[src/rtl/weight_server.sv]
// Dual-port weight store with one-cycle reads, host load and a saturating nibble update FSM.
// The update FSM is built only when WSRV_UPDATE_EN is defined; otherwise upd_busy/upd_done tie to 0.
module weight_server #(
    parameter int              ADDR_W   = 4,
    parameter int              DW       = 8,
    parameter logic [DW-1:0]   INIT_W12 = 8'h12,
    parameter logic [DW-1:0]   INIT_W34 = 8'h21
) (
    input  logic              clk,
    input  logic              rst_n,
    input  logic              w_req,
    input  logic [ADDR_W-1:0] w_addr,
    output logic              w_valid,
    output logic [DW-1:0]     w_data,
    input  logic              wb_req,
    input  logic [ADDR_W-1:0] wb_addr,
    output logic              wb_valid,
    output logic [DW-1:0]     wb_data,
    input  logic              ld_en,
    input  logic [ADDR_W-1:0] ld_addr,
    input  logic [DW-1:0]     ld_data,
    input  logic              upd_req,
    input  logic [ADDR_W-1:0] upd_addr,
    input  logic signed [3:0] upd_delta_hi,
    input  logic signed [3:0] upd_delta_lo,
    output logic              upd_busy,
    output logic              upd_done
);
    localparam int DEPTH = 1 << ADDR_W;

    logic [DW-1:0]     mem_q [DEPTH];
    logic              w_valid_q, wb_valid_q;
    logic [DW-1:0]     w_data_q, wb_data_q;
    logic              upd_we;
    logic [ADDR_W-1:0] upd_waddr;
    logic [DW-1:0]     upd_wdata;

`ifdef WSRV_UPDATE_EN
    localparam logic [1:0] U_IDLE  = 2'd0;
    localparam logic [1:0] U_READ  = 2'd1;
    localparam logic [1:0] U_WRITE = 2'd2;

    logic [1:0]        state_q, state_d;
    logic [ADDR_W-1:0] uaddr_q;
    logic [3:0]        dhi_q, dlo_q;
    logic [DW-1:0]     uval_q;
    logic              done_q;

    function automatic logic [3:0] sat4(input logic [3:0] a, input logic [3:0] d);
        logic signed [4:0] s;
        s = $signed({a[3], a}) + $signed({d[3], d});
        if (s > 5'sd7)       return 4'h7;
        else if (s < -5'sd8) return 4'h8;
        else                 return s[3:0];
    endfunction

    always_comb begin
        state_d = state_q;
        case (state_q)
            U_IDLE:  if (upd_req) state_d = U_READ;
            U_READ:  state_d = U_WRITE;
            default: state_d = U_IDLE;
        endcase
    end

    always_ff @(posedge clk) begin
        if (!rst_n) begin
            state_q <= U_IDLE;
            uaddr_q <= '0;
            dhi_q   <= '0;
            dlo_q   <= '0;
            uval_q  <= '0;
            done_q  <= 1'b0;
        end else begin
            state_q <= state_d;
            done_q  <= (state_q == U_WRITE);
            if (state_q == U_IDLE && upd_req) begin
                uaddr_q <= upd_addr;
                dhi_q   <= upd_delta_hi;
                dlo_q   <= upd_delta_lo;
            end
            // Latched once; a later host load to this address does not refresh it.
            if (state_q == U_READ) uval_q <= mem_q[uaddr_q];
        end
    end

    assign upd_we    = (state_q == U_WRITE);
    assign upd_waddr = uaddr_q;
    assign upd_wdata = {sat4(uval_q[7:4], dhi_q), sat4(uval_q[3:0], dlo_q)};
    assign upd_busy  = (state_q != U_IDLE);
    assign upd_done  = done_q;
`else
    logic unused_upd;
    assign unused_upd = ^{upd_req, upd_addr, upd_delta_hi, upd_delta_lo};
    assign upd_we    = 1'b0;
    assign upd_waddr = '0;
    assign upd_wdata = '0;
    assign upd_busy  = 1'b0;
    assign upd_done  = 1'b0;
`endif

    // Host load wins over the update write on the same address.
    for (genvar gi = 0; gi < DEPTH; gi++) begin : g_mem
        always_ff @(posedge clk) begin
            if (!rst_n)
                mem_q[gi] <= (gi == 0) ? INIT_W12 : (gi == 1) ? INIT_W34 : '0;
            else if (ld_en && ld_addr == ADDR_W'(gi))
                mem_q[gi] <= ld_data;
            else if (upd_we && upd_waddr == ADDR_W'(gi))
                mem_q[gi] <= upd_wdata;
        end
    end

    always_ff @(posedge clk) begin
        if (!rst_n) begin
            w_valid_q  <= 1'b0;
            wb_valid_q <= 1'b0;
            w_data_q   <= '0;
            wb_data_q  <= '0;
        end else begin
            w_valid_q  <= w_req;
            wb_valid_q <= wb_req;
            w_data_q   <= w_req  ? mem_q[w_addr]  : '0;
            wb_data_q  <= wb_req ? mem_q[wb_addr] : '0;
        end
    end

    assign w_valid  = w_valid_q;
    assign w_data   = w_data_q;
    assign wb_valid = wb_valid_q;
    assign wb_data  = wb_data_q;
endmodule

[config.mk]
export PLATFORM = sky130hd
export DESIGN_NAME = weight_server
export DESIGN_NICKNAME = d
export VERILOG_FILES = /design/src/rtl/weight_server.sv
export SDC_FILE = /design/constraint.sdc
export NUM_CORES = 1
export LEC_CHECK = 0
export BUFFER_PORTS_ARGS = -buffer_cell sky130_fd_sc_hd__buf_2
export CAP_MARGIN = 10
export CORE_MARGIN = 2
export CORE_UTILIZATION = 60
export CTS_BUF_LIST = sky130_fd_sc_hd__clkbuf_4
export DETAILED_ROUTE_END_ITERATION = 12
export PLACE_DENSITY = 0.8
export SYNTH_ARGS = -nofsm -noshare
export SYNTH_HDL_FRONTEND = slang
export SYNTH_SLANG_ARGS = --single-unit
[constraint.sdc]
create_clock -name clk -period 4.85 [get_ports clk]
set_input_delay 1.455 -clock clk [delete_from_list [all_inputs] [get_ports clk]]
set_output_delay 1.455 -clock clk [all_outputs]
set_load 0.02 [all_outputs]
==> results by group, run 1 <==
Job
  – Max_cap viols: 0

Setup path
  – CP arrival: 3.31 ns
  – R2r worst-path depth: 3
  – WP data required: 5.33 ns
  – Crit-path max FO: 26
  – Flop-to-flop setup slack: 3.31 ns
  – Critical Path Start Type: input pin
  – RR Endpoint: wb_data[7]
  – Critical path launch point: wb_addr[2]
  – Kind of critical path: in2reg
  – Worst setup EP type: flop
  – R2R Path Start: mem_q[12][7]

Floorplan
  – # IOs: 58
  – Die H: 116 µm
  – Core Footprint: 12100 µm²
  – DIE AREA: 13400 µm²
  – Num rows: 40
  – Initial core utilization: 0.618
  – Horiz. Die Dim: 116 µm

GRT
  – Largest net degree at the start of global routing: 44
  – Number of global-route vias before repair: 4985
  – First-pass GRT wire length: 28.8 mm
  – Total congestion overflow: 0
  – GRT Total Usage: 0.302
  – Initial antenna violation count: 0

Timing
  – Setup TNS: 0 ns
  – Hold slack final: 0.766 ns
  – Layout Skew: 0.0149 ns
  – Worst slew margin: 0.201
  – Measured slew at the worst slew-check pin: 1.19 ns
  – Max Transition Viols Final: 0
  – Final worst path period need: 2.83 ns
  – F_max: 0.354 GHz
  – Final worst-path cycle share: 0.583
  – RSZ-0062 raised after global routing: no
  – Final setup viols: 0
  – Final hold violation count: 0

Detailed routing
  – DR iter-0 viols: 626
  – Routed wire per std cell: 23.8 µm
  – DR vias: 5066
  – Number of vias per cell: 6.43
  – First-pass DRT Iterations: 7
  – DRC: 0
  – Remaining antenna violation count after routing: 0
  – Final WL: 18.8 mm

Power
  – Power Density: 324 nW/µm²
  – Maximum vdd drop: 0.000148 V
  – Leak Pwr: 3.04 nW

Layout
  – Share of cells above drive strength 1: 0.190
  – Nets: 645
  – ANT cells: 0
  – Layout area overhead: 8.21%
  – FILL cells: 870

Status
  – Status: complete, no violations

Placement
  – Port Buf Inserts: 42
  – DP HPWL: 13.3 mm
  – RePlAce Congestion: 1.01

Clock tree
  – CTS max path bufs: 2
  – Post CTS Setup Buffer Count: 0
  – Worst skew pair latency: 0.57 ns
  – Clk root buf: clkbuf_4
  – H-tree levels: 4
  – Post-CTS sizing: 0
  – Hold-fix buffers, CTS: 0
  – Clk sinks: 146
  – Clk pin slew, worst setup/hold paths: 0.13 ns
  – CTS buffer count: 17
  – CTS tree: built

Synthesis
  – Cell Area, Synth: 7490 µm²
  – Syn Area/Cell: 13.2 µm²
  – #FFs+latches synth: 146
  – Post-synthesis sequential area ratio: 0.562
  – Yosys warning total: 0
  – Distinct cells, synth: 32
  – Post-Syn Instances: 569

Worst hold path
  – Hold crit path type: reg2reg
  – Hold path depth: 4
  – Hold path start: mem_q[10][1]
  – Endpoint of the worst hold path: w_data[1]
==> final cells by class <==
cell class                 count  area, µm²  share of cell area
clock buffer                  19        143              0.0176
multi-input combinational    384       3060               0.378
clock inverter                13        155              0.0192
timing repair buffer          56        318              0.0392
inverter                       2       7.51            0.000927
sequential                   146       4200               0.519
tap                          168        210              0.0259
==> flip-flops by register name, indices dropped and copies added (netlist names) <==
signal	flops
w_data	8
w_valid	1
wb_valid	1
wb_data	8
mem_q	128
==> worst max-delay path, cell delays in order <==
cell	delay (ns)
buf_2	0.58
nor2b_1	0.32
a22oi_1	0.42
a22oi_1	0.20
o211ai_1	0.31
==> synthesized netlist by cell type, drive strengths merged <==
master | instances | share of area
inv | 1 | 0.00050
nand4 | 2 | 0.0017
buf | 18 | 0.019
or3 | 4 | 0.0033
a22oi | 37 | 0.037
nand2 | 24 | 0.012
nand3 | 19 | 0.013
edfxtp | 128 | 0.51
nand2b | 8 | 0.0067
nand3b | 1 | 0.0010
o211ai | 7 | 0.0070
clkinv | 1 | 0.00050
a21oi | 2 | 0.0013
mux4 | 31 | 0.094
and3 | 1 | 0.00084
o21ai | 23 | 0.015
dfxtp | 18 | 0.048
nor2b | 6 | 0.0050
nor2 | 18 | 0.0090
or2 | 1 | 0.00084
clkbuf | 20 | 0.010
a211oi | 1 | 0.0010
nor3 | 1 | 0.00067
conb | 1 | 0.00050
mux2i | 66 | 0.088
and2 | 127 | 0.11
mux2 | 1 | 0.0015
a22o | 1 | 0.0012
a32oi | 1 | 0.0012
==> cell families (layout without fill, tap and decap cells) <==
group / count (synthesis) / count (layout) / share of synthesized area
mux: 98 / 98 / 0.184
simple gates: 212 / 212 / 0.160
other cells: 1 / 2 / 0.000501
flops: 146 / 146 / 0.562
compound gates: 72 / 72 / 0.0642
buf+inv: 40 / 90 / 0.0297
==> cells in the final DEF, fill, tap and decap left out, drive strengths merged, types with 2 or more instances in the layout <==
master  instances
o211ai          7
bufinv          3
conb            2
inv             7
nor2b           6
dfxtp          18
nor2           18
a22oi          37
nand2          24
o21ai          23
buf            55
nand3          19
mux4           31
clkbuf         20
a21oi           2
nand4           2
edfxtp        128
clkinv          5
and2          127
mux2i          66
nand2b          8
or3             4
==> through the flow <==
step | std cells | power [mW] | setup slack (ns) | util | area, µm²
after detailed placement | 755 | 1.82 | 1.41 | 0.644 | 7790
after global routing | 788 | 2.70 | 1.88 | 0.669 | 8100
after global placement | 755 | 1.81 | 1.55 | 0.644 | 7790
final | 788 | 2.62 | 2.02 | 0.669 | 8100
after CTS | 787 | 2.62 | 2.02 | 0.668 | 8090
after floorplan | 570 | 1.71 | 1.90 | - | 7490
==> worst max-delay path by stage <==
| stage | end | slack (ns) | cells past startpoint |
|---|---|---|---|
| 3_3_place_gp | mem_q[8][0] | 1.55 | 3 |
| 3_5_place_dp | mem_q[2][2] | 1.41 | 4 |
| 4_1_cts | mem_q[2][4] | 2.02 | 4 |
| 2_1_floorplan | mem_q[0][0] | 1.90 | 3 |
| 6_report | wb_data[4] | 2.02 | 5 |
| 5_1_grt | mem_q[2][1] | 1.88 | 4 |
==> report_power, final <==
| part | internal, mW | switching [mW] |
|---|---|---|
| sequential | 1.44 | 0.0395 |
| clock | 0.370 | 0.443 |
| combinational | 0.126 | 0.200 |
| total | 1.94 | 0.683 |
==> layer usage <==
layer  GRT usage  share of wire  wire (µm)
met3      0.0753           0.12       2200
met4       0.130          0.036        670
met1       0.418           0.38       7190
met2       0.461           0.46       8700
met5           0              0          0
(Power assumes the default switching activity.)
==> inputs of run 2 (changes only) <==
CORE_UTILIZATION = 56   (was 60)
PLACE_DENSITY = 0.78   (was 0.8)
clock period = 2.4 ns   (was 4.85 ns; I/O delays follow)
==> run 2 against run 1 <==
  * Count of clock-buffer cells in the layout decreased by 1
  * Cell count increased by 4.4%
  * Non-clock buffer count increased by 25
  * Die area increased by 6.9%
  * Worst setup slack got worse by 1.4 ns
  * Clock skew increased by 0.0037 ns
  * Power increased by 100%
  * Sequential power increased by 100%
  * Core utilization decreased by 3.5 points
  * Combinational power increased by 110%
  * Critical path type is now reg2out
  * Largest cell class unchanged
==> results by group, run 2 (synthesis gave the netlist of run 1 again) <==
Status
  – Status: complete, no violations (unchanged)

Setup path
  – R2r worst-path depth: 3 (unchanged)
  – RR Endpoint: wb_data[7] (unchanged)
  – Crit path max-delay cell type: dfxtp_1 (was buf_2)
  – Kind of critical path: reg2out (was in2reg)
  – CP arrival: 1.08 ns (was 3.31 ns)
  – Critical Path Start Type: flop (was input pin)
  – Worst setup EP type: output pin (was flop)
  – Largest delay contributor family on the critical path: flip-flops (was compound AO/OA/AOI/OAI gates)
  – R2R Path Start: mem_q[12][7] (unchanged)
  – WP data required: 1.68 ns (was 5.33 ns)
  – Crit path largest cell delay: 0.36 ns (was 0.58 ns)
  – Flop-to-flop setup slack: 0.87 ns (was 3.31 ns)
  – Crit-path cells: buf_2 (was buf_2 > nor2b_1 > a22oi_1 > a22oi_1 > o211ai_1)
  – Crit path buffers/inverters: 1 (unchanged)
  – Crit-path max FO: 1 (was 26)

Detailed routing
  – Final WL: 19.1 mm (was 18.8 mm)
  – DRC: 0 (unchanged)
  – Remaining antenna violation count after routing: 0 (unchanged)
  – Routed wire per std cell: 23.2 µm (was 23.8 µm)
  – First-pass DRT Iterations: 5 (was 7)
  – DR iter-0 viols: 813 (was 626)
  – DR vias: 5092 (was 5066)
  – Number of vias per cell: 6.19 (was 6.43)

Worst hold path
  – Hold path depth: 3 (was 4)
  – Hold crit path type: in2reg (was reg2reg)
  – Endpoint of the worst hold path: wb_valid (was w_data[1])
  – Hold path start: wb_req (was mem_q[10][1])

Timing
  – Final worst-path cycle share: 0.750
  – Setup WS post-layout: 0.600 ns (was 2.02 ns)
  – Max Transition Viols Final: 0 (unchanged)
  – Setup TNS: 0 ns (unchanged)
  – Final hold violation count: 0 (unchanged)
  – Worst slew margin: 0.620 (was 0.201)
  – RSZ-0062 raised after global routing: no (unchanged)
  – Final setup viols: 0 (unchanged)
  – Layout Skew: 0.0185 ns (was 0.0149 ns)
  – Final worst path period need: 1.80 ns
  – F_max: 0.556 GHz
  – Measured slew at the worst slew-check pin: 0.567 ns (was 1.19 ns)
  – Hold slack final: 0.394 ns (was 0.766 ns)

Placement
  – Dpl cell area: 8030 µm² (was 7790 µm²)
  – RePlAce Congestion: 0.891 (was 1.01)
  – DP HPWL: 14.0 mm (was 13.3 mm)
  – Port Buf Inserts: 42 (unchanged)
  – Dpl ws: 0.218 ns (was 1.41 ns)

Clock tree
  – CTS tree: built (unchanged)
  – Clk pin slew, worst setup/hold paths: 0.12 ns (was 0.13 ns)
  – Post CTS Setup Buffer Count: 0 (unchanged)
  – Clk sinks: 146 (unchanged)
  – Clk root buf: clkbuf_4 (unchanged)
  – CTS max path bufs: 2 (unchanged)
  – Post-CTS sizing: 0 (unchanged)
  – H-tree levels: 4 (unchanged)
  – Worst skew pair latency: 0.56 ns (was 0.57 ns)
  – Hold-fix buffers, CTS: 0 (unchanged)
  – CTS buffer count: 17 (unchanged)

Floorplan
  – Num rows: 42 (was 40)
  – Horiz. Die Dim: 120 µm (was 116 µm)
  – DIE AREA: 14300 µm² (was 13400 µm²)
  – Die H: 120 µm (was 116 µm)
  – # IOs: 58 (unchanged)
  – Core Footprint: 13100 µm² (was 12100 µm²)
  – Initial core utilization: 0.570 (was 0.618)

GRT
  – First-pass GRT wire length: 29.1 mm (was 28.8 mm)
  – Initial antenna violation count: 1 (was 0)
  – GRT Total Usage: 0.281 (was 0.302)
  – Total congestion overflow: 0 (unchanged)
  – Number of global-route vias before repair: 4942 (was 4985)
  – Largest net degree at the start of global routing: 23 (was 44)

Layout
  – Final core occ: 0.634 (was 0.669)
  – Layout area overhead: 11.3% (was 8.21%)
  – Share of cells above drive strength 1: 0.220 (was 0.190)
  – Largest Register: mem_q (unchanged)
  – Commonest non-fill, non-tap cell in the layout: edfxtp_1 (unchanged)
  – Most frequent cells in the layout: edfxtp_1, and2_1, mux2i_1, buf_2, buf_4 (was edfxtp_1, and2_1, mux2i_1, buf_2, a22oi_1)
  – Fin area: 8330 µm² (was 8100 µm²)
  – Area of the multi-input gates: 3060 µm² (unchanged)
  – Largest register FFs: 128 (unchanged)
  – FILL cells: 1030 (was 870)
  – FF+latch area: 4200 µm² (unchanged)
  – Nets: 670 (was 645)

Power
  – Leak Pwr: 3.16 nW (was 3.04 nW)
  – Maximum vdd drop: 0.000316 V (was 0.000148 V)
  – Power Density: 636 nW/µm² (was 324 nW/µm²)

Job
  – Max_cap viols: 0 (unchanged)
run 2: cell type report:
type	instances	area share
Sequential cell	146	0.505
Clock inverter	14	0.0198
Tap cell	176	0.0264
Timing Repair Buffer	81	0.0637
Inverter	2	0.000901
Clock buffer	18	0.0162
Antenna cell	2	0.000601
Multi-Input combinational cell	384	0.368
run 2: metal layers:
metal | track usage | routed length, µm
met2 | 0.430 | 8950
met4 | 0.109 | 523
met5 | 0 | 0
met1 | 0.399 | 7580
met3 | 0.0594 | 2060
run 2: power by group:
part	switching, mW	internal, mW
Clock	0.889	0.726
Sequential	0.0840	2.91
Combinational	0.405	0.279
Total	1.38	3.92
run 2: worst max-delay path by stage:
stage | from | end | cells past startpoint
global placement | wb_addr[0] | wb_data[7] | 6
finish | wb_data[5] | wb_data[5] | 1
detailed placement | wb_addr[0] | wb_data[3] | 6
floorplan | ld_addr[0] | mem_q[0][0] | 3
global route | wb_data[7] | wb_data[7] | 1
CTS | wb_data[5] | wb_data[5] | 1
run 2: through the flow:
stage | cells | power (mW)
4_1_cts | 821 | 5.30
3_5_place_dp | 789 | 3.73
3_3_place_gp | 789 | 3.70
5_1_grt | 822 | 5.47
6_report | 823 | 5.30
2_1_floorplan | 570 | 3.45
==> inputs of run 3 (changes only) <==
ABC_AREA = 1   (was default)
CORE_UTILIZATION = 60   (was 56)
PLACE_DENSITY = 0.79   (was 0.78)
clock period = 1.9 ns   (was 2.4 ns; I/O delays follow)
==> run 3 against run 2 <==
  * Sequential share of layout area down 3.6 points
  * Clock skew down 0.0073 ns
  * Via count up 46%
  * Non-clock buffer count up 11
  * Global-route usage up 6.2 points
  * Critical path depth unchanged
  * Critical path type unchanged
  * Largest power group unchanged
==> results by group, run 3 <==
Status
  – Status: complete, no violations (unchanged)

Timing
  – Setup WS post-layout: 0.272 ns (was 0.600 ns)
  – Final setup viols: 0 (unchanged)
  – Final worst path period need: 1.63 ns
  – Measured slew at the worst slew-check pin: 0.496 ns (was 0.567 ns)
  – Layout Skew: 0.0112 ns (was 0.0185 ns)
  – RSZ-0062 raised after global routing: no (unchanged)
  – Final worst-path cycle share: 0.857
  – Max Transition Viols Final: 0 (unchanged)
  – F_max: 0.614 GHz
  – Setup TNS: 0 ns (unchanged)
  – Worst slew margin: 0.669 (was 0.620)
  – Final hold violation count: 0 (unchanged)
  – Hold slack final: 0.344 ns (was 0.394 ns)

Synthesis
  – #FFs+latches synth: 146 (unchanged)
  – Synth Area in XOR/XNOR: 0 (unchanged)
  – Share of the synthesized area in the top cell type: 0.482 (was 0.513)
  – Top post-synthesis cells by count: nand2_1, nand3_1, inv_1 (was edfxtp_1, and2_1, mux2i_1)
  – Post-synth EDFFs: 128 (unchanged)
  – Post-synthesis compound-gate area fraction: 0.0151 (was 0.0642)
  – Post-synthesis sequential area ratio: 0.527 (was 0.562)
  – Synth area leader: edfxtp_1 (unchanged)
  – Synth Area in Simple Gates: 0.350 (was 0.160)
  – Yosys warning total: 0 (unchanged)
  – Async SR Flop Fraction: 0 (unchanged)
  – Synth top area cells: edfxtp_1, nand3_1, nand2_1 (was edfxtp_1, and2_1, mux2i_1)
  – Distinct cells, synth: 16 (was 32)
  – Post-Syn Instances: 1043 (was 569)
  – Syn Area/Cell: 7.65 µm² (was 13.2 µm²)
  – Cell Area, Synth: 7980 µm² (was 7490 µm²)
  – Multiplexer share of the synthesized area: 0 (was 0.184)
  – Synth Area in Adders: 0 (unchanged)
  – Top_reg_cell synth: edfxtp_1 (unchanged)
  – Largest family of logic cells by synthesized area: simple AND/OR/NAND/NOR gates (was multiplexers)
  – Most common cell in the netlist: nand2_1 (was edfxtp_1)

Detailed routing
  – DRC: 0 (unchanged)
  – Routed wire per std cell: 18.5 µm (was 23.2 µm)
  – First-pass DRT Iterations: 7 (was 5)
  – DR iter-0 viols: 1304 (was 813)
  – Number of vias per cell: 5.80 (was 6.19)
  – DR vias: 7430 (was 5092)
  – Remaining antenna violation count after routing: 0 (unchanged)
  – Final WL: 23.7 mm (was 19.1 mm)

Clock tree
  – CTS max path bufs: 2 (unchanged)
  – Worst skew pair latency: 0.58 ns (was 0.56 ns)
  – CTS tree: built (unchanged)
  – Post-CTS sizing: 0 (unchanged)
  – Clk sinks: 146 (unchanged)
  – Post CTS Setup Buffer Count: 0 (unchanged)
  – Clk pin slew, worst setup/hold paths: 0.12 ns (about the same)
  – CTS buffer count: 17 (unchanged)
  – Hold-fix buffers, CTS: 0 (unchanged)
  – H-tree levels: 4 (unchanged)
  – Clk root buf: clkbuf_4 (unchanged)

Setup path
  – Worst setup EP type: output pin (unchanged)
  – Crit path largest cell delay: 0.33 ns (was 0.36 ns)
  – Flop-to-flop setup slack: 0.72 ns (was 0.87 ns)
  – Crit-path max FO: 1 (unchanged)
  – Crit-path cells: buf_2 (unchanged)
  – CP arrival: 1.06 ns (was 1.08 ns)
  – Crit path buffers/inverters: 1 (unchanged)
  – WP data required: 1.33 ns (was 1.68 ns)
  – R2r worst-path depth: 6 (was 3)
  – Critical Path Start Type: flop (unchanged)
  – RR Endpoint: w_data[0] (was wb_data[7])
  – Crit path max-delay cell type: dfxtp_1 (unchanged)
  – Kind of critical path: reg2out (unchanged)
  – R2R Path Start: mem_q[12][0] (was mem_q[12][7])
  – Largest delay contributor family on the critical path: flip-flops (unchanged)

Layout
  – Share of cells above drive strength 1: 0.116 (was 0.220)
  – ANT cells: 0 (was 2)
  – Nets: 1131 (was 670)
  – Largest Register: mem_q (unchanged)
  – Commonest non-fill, non-tap cell in the layout: nand2_1 (was edfxtp_1)
  – Fin area: 8970 µm² (was 8330 µm²)
  – Largest register FFs: 128 (unchanged)
  – Post-route insts no fill: 1282 (was 823)
  – Most frequent cells in the layout: nand2_1, nand3_1, inv_1, nor2_1, edfxtp_1 (was edfxtp_1, and2_1, mux2i_1, buf_2, buf_4)
  – Final core occ: 0.685 (was 0.634)
  – FILL cells: 1063 (was 1030)
  – Layout area overhead: 12.5% (was 11.3%)

Floorplan
  – DIE AREA: 14200 µm² (was 14300 µm²)
  – Initial core utilization: 0.609 (was 0.570)
  – Num rows: 42 (unchanged)
  – Core Footprint: 13100 µm² (about the same)
  – Die H: 119 µm (was 120 µm)
  – Horiz. Die Dim: 119 µm (was 120 µm)
  – # IOs: 58 (unchanged)

GRT
  – GRT Total Usage: 0.343 (was 0.281)
  – Number of global-route vias before repair: 6775 (was 4942)
  – Largest net degree at the start of global routing: 65 (was 23)
  – First-pass GRT wire length: 36.2 mm (was 29.1 mm)
  – Total congestion overflow: 0 (unchanged)
  – Initial antenna violation count: 0 (was 1)

Power
  – Leak Pwr: 4.26 nW (was 3.16 nW)
  – Power Density: 774 nW/µm² (was 636 nW/µm²)
  – Overall power: 6.94 mW (was 5.30 mW)
  – Maximum vdd drop: 0.000550 V (was 0.000316 V)

Placement
  – DP HPWL: 15.5 mm (was 14.0 mm)
  – Placed cell count: 1250 (was 789)
  – Dpl ws: 0.0308 ns (was 0.218 ns)
  – RePlAce Congestion: 0.939 (was 0.891)
  – Port Buf Inserts: 42 (unchanged)
  – Dpl cell area: 8670 µm² (was 8030 µm²)

Job
  – Max_cap viols: 0 (unchanged)

Worst hold path
  – Endpoint of the worst hold path: wb_data[3] (was wb_valid)
  – Hold crit path type: in2reg (unchanged)
  – Hold path depth: 3 (unchanged)
  – Hold path start: wb_addr[3] (was wb_req)
## run 3: metal layers
metal,vias to the layer above,wire length [µm],global-route usage
met5,-,0,0
met4,0,1340,0.199
met3,104,3300,0.110
met2,576,10200,0.495
met1,3319,8880,0.456
li1,3431,-,-
## run 3: area by class of cell
cell class / count / area, µm² / share of cell area
clock buffers: 18 / 135 / 0.0151
clock inverters: 14 / 160 / 0.0179
inverters: 156 / 586 / 0.0653
multi-input cells: 680 / 2920 / 0.325
flip-flops and latches: 146 / 4200 / 0.469
well taps: 176 / 220 / 0.0246
repair buffers: 92 / 748 / 0.0834
## run 3: worst max path at each step
stage | start | endpoint | slack, ns | cells past startpoint
3_5_place_dp | ld_addr[3] | mem_q[5][2] | 0.03 | 6
6_report | wb_data[5] | wb_data[5] | 0.27 | 1
4_1_cts | wb_data[6] | wb_data[6] | 0.24 | 1
3_3_place_gp | ld_addr[3] | mem_q[5][3] | 0.08 | 6
5_1_grt | wb_data[5] | wb_data[5] | 0.19 | 1
2_1_floorplan | ld_addr[1] | mem_q[6][0] | -0.06 | 4
## run 3: cell families (layout without fill, tap and decap cells)
kind of cell	after synthesis	after routing
AOI/OAI and AO/OA	24	24
buffers and inverters	218	280
DFF	146	146
other	1	2
and+or+nand+nor	654	654
## run 3: power breakdown
| group | switching (mW) | internal (mW) | total [mW] |
|---|---|---|---|
| Combinational | 0.791 | 0.352 | 1.14 |
| Clock | 1.15 | 0.924 | 2.08 |
| Sequential | 0.0548 | 3.67 | 3.72 |
| Total | 2.00 | 4.94 | 6.94 |
